--- src/rtl/hazard_tracker_if.sv ---
// Operand-forwarding / hazard control interface between the ID stage and the
// hazard tracker.
//
// ID-side inputs : Rd_ID, RegWrite_ID, MemRead_ID, setFlag_ID, valid_ID,
//                  Rn, Rm, useRn, useRm, taken_branch, mem_busy, cnt_clear
// Tracker outputs: Rd_EX, RegWrite_EX, MemRead_EX, setFlag_EX, Rd_MEM,
//                  RegWrite_MEM, stall_pc, stall_ifid, flush_ifid, bubble_ex,
//                  stall_count
//
// Modports: slave  = the hazard tracker (consumes ID info, drives controls)
//           master = the pipeline side that presents ID info
//
// Handshake: there is no valid/ready pair here. valid_ID qualifies the ID
// fields for the cycle they are presented. The stall/flush/bubble controls are
// level signals that apply to the clock edge that ends the same cycle.
interface hazard_tracker_if #(
  parameter int CNT_W = 16
);
  logic [4:0]       Rd_ID;
  logic             RegWrite_ID;
  logic             MemRead_ID;
  logic             setFlag_ID;
  logic             valid_ID;
  logic [4:0]       Rn;
  logic [4:0]       Rm;
  logic             useRn;
  logic             useRm;
  logic             taken_branch;
  logic             mem_busy;
  logic             cnt_clear;

  logic [4:0]       Rd_EX;
  logic             RegWrite_EX;
  logic             MemRead_EX;
  logic             setFlag_EX;
  logic [4:0]       Rd_MEM;
  logic             RegWrite_MEM;
  logic             stall_pc;
  logic             stall_ifid;
  logic             flush_ifid;
  logic             bubble_ex;
  logic [CNT_W-1:0] stall_count;

  modport slave (
    input  Rd_ID, RegWrite_ID, MemRead_ID, setFlag_ID, valid_ID,
    input  Rn, Rm, useRn, useRm, taken_branch, mem_busy, cnt_clear,
    output Rd_EX, RegWrite_EX, MemRead_EX, setFlag_EX, Rd_MEM, RegWrite_MEM,
    output stall_pc, stall_ifid, flush_ifid, bubble_ex, stall_count
  );

  modport master (
    output Rd_ID, RegWrite_ID, MemRead_ID, setFlag_ID, valid_ID,
    output Rn, Rm, useRn, useRm, taken_branch, mem_busy, cnt_clear,
    input  Rd_EX, RegWrite_EX, MemRead_EX, setFlag_EX, Rd_MEM, RegWrite_MEM,
    input  stall_pc, stall_ifid, flush_ifid, bubble_ex, stall_count
  );
endinterface

--- src/rtl/hazard_tracker.sv ---
// Hazard tracker for the 5-stage pipeline: the producer side of operand
// forwarding. Tracks destination/write/load/flag info for the EX and MEM
// instructions, detects load-use hazards (one bubble each), squashes the
// fetched successor of a taken branch and freezes everything while data
// memory is busy. A saturating counter records load-use stall cycles.
//
// Ports:
//   clk   - rising-edge clock
//   reset - synchronous, active-high
//   bus   - hazard_tracker_if.slave (ID info in, slot info and controls out)
//
// CNT_W must match the CNT_W of the connected interface instance.
module hazard_tracker #(
  parameter int CNT_W = 16,
  parameter int ZR    = 31
) (
  input  logic           clk,
  input  logic           reset,
  hazard_tracker_if.slave bus
);

  localparam logic [4:0]       ZR_IDX  = 5'(ZR);
  localparam logic [CNT_W-1:0] CNT_MAX = '1;

  // EX slot
  logic       ex_valid;
  logic [4:0] ex_rd;
  logic       ex_regwrite;
  logic       ex_memread;
  logic       ex_setflag;

  // MEM slot
  logic       mem_valid;
  logic [4:0] mem_rd;
  logic       mem_regwrite;

  logic [CNT_W-1:0] stall_count;

  logic load_use;

  // A load writing ZR produces nothing to wait for, so it never stalls.
  // Reset forces the hazard off so every control is quiet during reset.
  always_comb begin
    load_use = 1'b0;
    if (!reset && ex_valid && ex_memread && ex_regwrite && ex_rd != ZR_IDX) begin
      load_use = (bus.useRn && bus.Rn == ex_rd) || (bus.useRm && bus.Rm == ex_rd);
    end
  end

  // Controls: mem_busy wins, then load_use, then taken_branch. A branch seen
  // during a load-use stall is dropped; it resolves again after the bubble.
  always_comb begin
    bus.stall_pc   = bus.mem_busy || load_use;
    bus.stall_ifid = bus.mem_busy || load_use;
    bus.bubble_ex  = !bus.mem_busy && load_use;
    bus.flush_ifid = !reset && !bus.mem_busy && !load_use && bus.taken_branch;
  end

  // Slot pipeline. The branch itself advances into EX; only IF/ID is flushed.
  always_ff @(posedge clk) begin
    if (reset) begin
      ex_valid     <= 1'b0;
      ex_rd        <= ZR_IDX;
      ex_regwrite  <= 1'b0;
      ex_memread   <= 1'b0;
      ex_setflag   <= 1'b0;
      mem_valid    <= 1'b0;
      mem_rd       <= ZR_IDX;
      mem_regwrite <= 1'b0;
    end else if (!bus.mem_busy) begin
      mem_valid    <= ex_valid;
      mem_rd       <= ex_rd;
      mem_regwrite <= ex_regwrite;
      if (load_use) begin
        ex_valid    <= 1'b0;
        ex_rd       <= ZR_IDX;
        ex_regwrite <= 1'b0;
        ex_memread  <= 1'b0;
        ex_setflag  <= 1'b0;
      end else begin
        ex_valid    <= bus.valid_ID;
        ex_rd       <= bus.Rd_ID;
        ex_regwrite <= bus.RegWrite_ID;
        ex_memread  <= bus.MemRead_ID;
        ex_setflag  <= bus.setFlag_ID;
      end
    end
  end

  // Counts only real bubble insertions (not frozen cycles); clear beats a
  // same-cycle increment.
  always_ff @(posedge clk) begin
    if (reset) begin
      stall_count <= '0;
    end else if (bus.cnt_clear) begin
      stall_count <= '0;
    end else if (!bus.mem_busy && load_use && stall_count != CNT_MAX) begin
      stall_count <= stall_count + 1'b1;
    end
  end

  // Invalid slots present ZR with all flags low.
  always_comb begin
    bus.Rd_EX        = ex_valid  ? ex_rd  : ZR_IDX;
    bus.RegWrite_EX  = ex_valid  && ex_regwrite;
    bus.MemRead_EX   = ex_valid  && ex_memread;
    bus.setFlag_EX   = ex_valid  && ex_setflag;
    bus.Rd_MEM       = mem_valid ? mem_rd : ZR_IDX;
    bus.RegWrite_MEM = mem_valid && mem_regwrite;
    bus.stall_count  = stall_count;
  end

endmodule

--- src/flat_wrapper.sv ---
// flat-port wrapper written by rule: the top's interface ports become plain ports
module hazard_tracker_flat 
#(
  parameter int CNT_W = 16,
  parameter int ZR    = 31
)
  (clk, reset, bus_Rd_ID, bus_RegWrite_ID, bus_MemRead_ID, bus_setFlag_ID, bus_valid_ID, bus_Rn, bus_Rm, bus_useRn, bus_useRm, bus_taken_branch, bus_mem_busy, bus_cnt_clear, bus_Rd_EX, bus_RegWrite_EX, bus_MemRead_EX, bus_setFlag_EX, bus_Rd_MEM, bus_RegWrite_MEM, bus_stall_pc, bus_stall_ifid, bus_flush_ifid, bus_bubble_ex, bus_stall_count);
  hazard_tracker_if #(.CNT_W(CNT_W)) bus_i ();
  input  logic clk;
  input  logic reset;
  input wire logic [$bits(bus_i.Rd_ID)-1:0] bus_Rd_ID;
  input wire logic [$bits(bus_i.RegWrite_ID)-1:0] bus_RegWrite_ID;
  input wire logic [$bits(bus_i.MemRead_ID)-1:0] bus_MemRead_ID;
  input wire logic [$bits(bus_i.setFlag_ID)-1:0] bus_setFlag_ID;
  input wire logic [$bits(bus_i.valid_ID)-1:0] bus_valid_ID;
  input wire logic [$bits(bus_i.Rn)-1:0] bus_Rn;
  input wire logic [$bits(bus_i.Rm)-1:0] bus_Rm;
  input wire logic [$bits(bus_i.useRn)-1:0] bus_useRn;
  input wire logic [$bits(bus_i.useRm)-1:0] bus_useRm;
  input wire logic [$bits(bus_i.taken_branch)-1:0] bus_taken_branch;
  input wire logic [$bits(bus_i.mem_busy)-1:0] bus_mem_busy;
  input wire logic [$bits(bus_i.cnt_clear)-1:0] bus_cnt_clear;
  output wire logic [$bits(bus_i.Rd_EX)-1:0] bus_Rd_EX;
  output wire logic [$bits(bus_i.RegWrite_EX)-1:0] bus_RegWrite_EX;
  output wire logic [$bits(bus_i.MemRead_EX)-1:0] bus_MemRead_EX;
  output wire logic [$bits(bus_i.setFlag_EX)-1:0] bus_setFlag_EX;
  output wire logic [$bits(bus_i.Rd_MEM)-1:0] bus_Rd_MEM;
  output wire logic [$bits(bus_i.RegWrite_MEM)-1:0] bus_RegWrite_MEM;
  output wire logic [$bits(bus_i.stall_pc)-1:0] bus_stall_pc;
  output wire logic [$bits(bus_i.stall_ifid)-1:0] bus_stall_ifid;
  output wire logic [$bits(bus_i.flush_ifid)-1:0] bus_flush_ifid;
  output wire logic [$bits(bus_i.bubble_ex)-1:0] bus_bubble_ex;
  output wire logic [$bits(bus_i.stall_count)-1:0] bus_stall_count;
  assign bus_i.Rd_ID = bus_Rd_ID;
  assign bus_i.RegWrite_ID = bus_RegWrite_ID;
  assign bus_i.MemRead_ID = bus_MemRead_ID;
  assign bus_i.setFlag_ID = bus_setFlag_ID;
  assign bus_i.valid_ID = bus_valid_ID;
  assign bus_i.Rn = bus_Rn;
  assign bus_i.Rm = bus_Rm;
  assign bus_i.useRn = bus_useRn;
  assign bus_i.useRm = bus_useRm;
  assign bus_i.taken_branch = bus_taken_branch;
  assign bus_i.mem_busy = bus_mem_busy;
  assign bus_i.cnt_clear = bus_cnt_clear;
  assign bus_Rd_EX = bus_i.Rd_EX;
  assign bus_RegWrite_EX = bus_i.RegWrite_EX;
  assign bus_MemRead_EX = bus_i.MemRead_EX;
  assign bus_setFlag_EX = bus_i.setFlag_EX;
  assign bus_Rd_MEM = bus_i.Rd_MEM;
  assign bus_RegWrite_MEM = bus_i.RegWrite_MEM;
  assign bus_stall_pc = bus_i.stall_pc;
  assign bus_stall_ifid = bus_i.stall_ifid;
  assign bus_flush_ifid = bus_i.flush_ifid;
  assign bus_bubble_ex = bus_i.bubble_ex;
  assign bus_stall_count = bus_i.stall_count;
  hazard_tracker #(.CNT_W(CNT_W), .ZR(ZR)) u_core (.clk(clk), .reset(reset), .bus(bus_i));
endmodule
--- config.mk ---
export PLATFORM = sky130hd
export DESIGN_NAME = hazard_tracker_flat
export DESIGN_NICKNAME = d
export VERILOG_FILES = /design/src/rtl/hazard_tracker_if.sv /design/src/rtl/hazard_tracker.sv /design/src/flat_wrapper.sv
export SDC_FILE = /design/constraint.sdc
export NUM_CORES = 1
export LEC_CHECK = 0
export ABC_AREA = 1
export BUFFER_PORTS_ARGS = -buffer_cell sky130_fd_sc_hd__buf_2
export CAP_MARGIN = 20
export CORE_MARGIN = 1
export CORE_UTILIZATION = 30
export CTS_BUF_LIST = sky130_fd_sc_hd__clkbuf_8 sky130_fd_sc_hd__clkbuf_16
export CTS_CLUSTER_DIAMETER = 50
export CTS_CLUSTER_SIZE = 20
export DETAILED_ROUTE_END_ITERATION = 12
export GPL_TIMING_DRIVEN = 0
export SLEW_MARGIN = 20
export SYNTH_ARGS = -nofsm -noshare
export SYNTH_HDL_FRONTEND = slang
export SYNTH_SLANG_ARGS = --single-unit
--- constraint.sdc ---
create_clock -name clk -period 3.71 [get_ports clk]
set_input_delay 0.742 -clock clk [delete_from_list [all_inputs] [get_ports clk]]
set_output_delay 0.742 -clock clk [all_outputs]
set_load 0.05 [all_outputs]
==> out/qor.yml <==
critical_path:
  cp-end-kind: "output port"
  slowest_stage: "nor2_4"
  crit_buf_inv: 4
  cp_data_arrival_time_ns: 2.22
  rrSetupSlack_ns: 1.96
  worst-r2r-cell-count: 10
  crit_type: "in2out"
  r2r_start: "u_core.bus.stall_count[0]$_SDFFE_PP0P_"
  cpMostUsedCell: "buf_2"
  critical-path-top-delay-family: "simple AND/OR/NAND/NOR gates"
  slowest_delay_ns: 0.27
  worstSetupStartpoint: "reset"
  crit_chain: "buf_2, clkinv_1, nand3_1, nor2_4, nand2_1, nand2_2, buf_4, buf_2"
  required_ns: 2.97
  start_kind: "input pin"
  critPathMaxFanout: 9
  r2r-end: "u_core.bus.stall_count[8]$_SDFFE_PP0P_"
timing:
  rsz0062_at_grt: "false"
  hold_slack_ns: 0.461
  finalSetupTns_ns: 0
  fin_skew_ns: 0.00688
  period_share: 0.797
  clock.fmax_mhz: 338
  relSlewSlack: 0.673
  worst_pin_slew_ns: 0.490
  min_period_ns: 2.96
  slew_violations: 0
  hold_violations: 0
  setup_violations: 0
global_route:
  grt_antenna_before_repair: 0
  grt_max_degree: 11
  grt_pass1_wl_mm: 7.96
  grt.total_usage: 0.160
  grt_pass1_vias: 1726
  overflow: 0
drt:
  drc_errors: 0
  avgViaCountPerCell: 4.52
  ant_nets: 0
  wire_per_inst_um: 10.9
  drt_wl_total_mm: 4.81
  via_count: 1995
  initialDrtViolationCount: 75
  first_pass_iters: 4
finish:
  syn_to_final_growth_pct: 27.5
  fill_cells: 682
  nNetsFinal: 392
  largest_reg_flops: 16
  regMostFlops: "u_core.bus.stall_count"
  layout_commonest_cell: "nand2_1"
  antenna_cells: 0
  largestRegisters: "u_core.bus.stall_count (16), u_core.ex_rd (5), u_core.mem_rd (5)"
  final_cell_mix: "98 x nand2_1, 59 x buf_2, 45 x nor2_1"
  layout-drive-gt1-share: 0.262
clock_network:
  cts_resized: 0
  cts_sinks: 32
  cts_buffers: 5
  holdBufCountCts: 0
  clock_path_buffers: 2
  cts-root-buf: "clkbuf_8"
  cts_setup_buffers: 0
  h-tree-depth: 2
  cts.reportedPaths.clkPinSlew_ns: 0.07
  clkLatencyLatePin_ns: 0.29
  cts_tree: "built"
power:
  power_frac_clock: 0.450
  switching_share: 0.248
  intPower_mw: 0.623
  power_frac_seq: 0.436
  p_sw_mw: 0.206
  ir_worst_vdd_mv: 0.163
  power.leakage_nw: 1.19
  power_density_mw_per_mm2: 350
  p_comb_frac: 0.114
min_path:
  hold_end: "u_core.ex_setflag$_SDFFE_PP0N_"
  holdPathStages: 2
  min_path_type: "reg2reg"
  worst_hold_startpoint: "u_core.ex_setflag$_SDFFE_PP0N_"
die:
  die_y_um: 80.7
  io_pins: 60
  rows: 28
  die_area_mm2: 0.00651
  start_util: 0.312
  fp.dieW_um: 80.7
  fp.coreArea_mm2: 0.00596
synthesis:
  ys_seq_area_frac: 0.345
  syn_nets: 327
  synthCells: 300
  synth.distinct_cells: 30
  syn_area_mm2: 0.00186
  yosys_warnings: 0
  synth_seq_cells: 32
  avgSynthCellArea_um2: 6.19
place:
  gp_congestion: 0.770
  numPortBuffers: 58
  dp_hpwl_mm: 3.58
status:
  status: "completed"
run:
  max_cap_violations: 0
-- final cells by class --
| class | count | area [µm²] | share of cell area |
|---|---|---|---|
| multi-input cells | 215 | 998 | 0.422 |
| repair buffers | 58 | 290 | 0.123 |
| clock buffers | 7 | 96.3 | 0.0407 |
| plain buffers | 8 | 46.3 | 0.0196 |
| well taps | 75 | 93.8 | 0.0396 |
| clock inverters | 1 | 30.0 | 0.0127 |
| inverters | 45 | 171 | 0.0724 |
| flip-flops and latches | 32 | 641 | 0.271 |
-- metal layers --
metal | share of wire | track usage
met1 | 0.48 | 0.199
met2 | 0.45 | 0.269
met4 | 0.0048 | 0.0429
met3 | 0.059 | 0.0420
met5 | 0 | 0
-- per-stage QoR --
stage	cell area, µm²	instances	total power, mW	utilization	setup slack, ns
6_report	2370	441	0.829	0.397	0.753
2_1_floorplan	1860	300	0.433	-	0.725
5_1_grt	2370	441	0.865	0.397	0.600
3_5_place_dp	2240	433	0.465	0.376	0.702
3_3_place_gp	2240	433	0.464	0.376	0.726
4_1_cts	2370	441	0.838	0.397	0.719
-- power by group through the flow --
stage          logic [mW]  registers [mW]  clock network [mW]
2_1_floorplan      0.0652           0.368                   0
3_3_place_gp       0.0947           0.369                   0
3_5_place_dp       0.0953           0.369                   0
4_1_cts            0.0957           0.362               0.381
5_1_grt             0.106           0.363               0.396
6_report           0.0946           0.361               0.373
-- worst reg2reg max path: stages, from the launching register on --
cell     delay, ns
dfxtp_1       0.40
ha_1          0.21
nand3_1       0.10
nor2_2        0.20
inv_1         0.06
a31oi_1       0.23
nand3_1       0.10
nor2_1        0.18
nand2_1       0.07
nand2_1       0.06
nor2_1        0.04
-- cell usage after synthesis, drive strengths merged --
| master | instances | share of area |
|---|---|---|
| nand3 | 19 | 0.061 |
| nor2 | 51 | 0.11 |
| buf | 4 | 0.017 |
| clkinv | 4 | 0.0094 |
| nand4 | 9 | 0.037 |
| or2 | 1 | 0.0034 |
| dfxtp | 32 | 0.35 |
| o22ai | 5 | 0.017 |
| o21bai | 1 | 0.0040 |
| o21ai | 8 | 0.022 |
| clkbuf | 4 | 0.0081 |
| nand2 | 101 | 0.21 |
| ha | 1 | 0.0067 |
| a21oi | 15 | 0.049 |
| nor3 | 3 | 0.011 |
| inv | 41 | 0.083 |
| a31oi | 1 | 0.0034 |
-- cells by family (layout without fill, tap and decap cells) --
family          after synthesis  in the layout  synth area share
simple gates                184            184             0.437
buf+inv                      53            119             0.117
flops                        32             32             0.345
compound gates               30             30            0.0943
fa+ha+maj                     1              1           0.00674
-- how the worst max path moves through the flow --
stage / to / slack (ns) / cells past startpoint
2_1_floorplan: bus_flush_ifid / 0.72 / 6
4_1_cts: bus_stall_pc / 0.72 / 8
5_1_grt: bus_stall_pc / 0.60 / 8
3_5_place_dp: bus_stall_pc / 0.70 / 8
6_report: bus_stall_pc / 0.75 / 8
3_3_place_gp: bus_stall_pc / 0.73 / 8
Power figures use the tool's default switching activity.
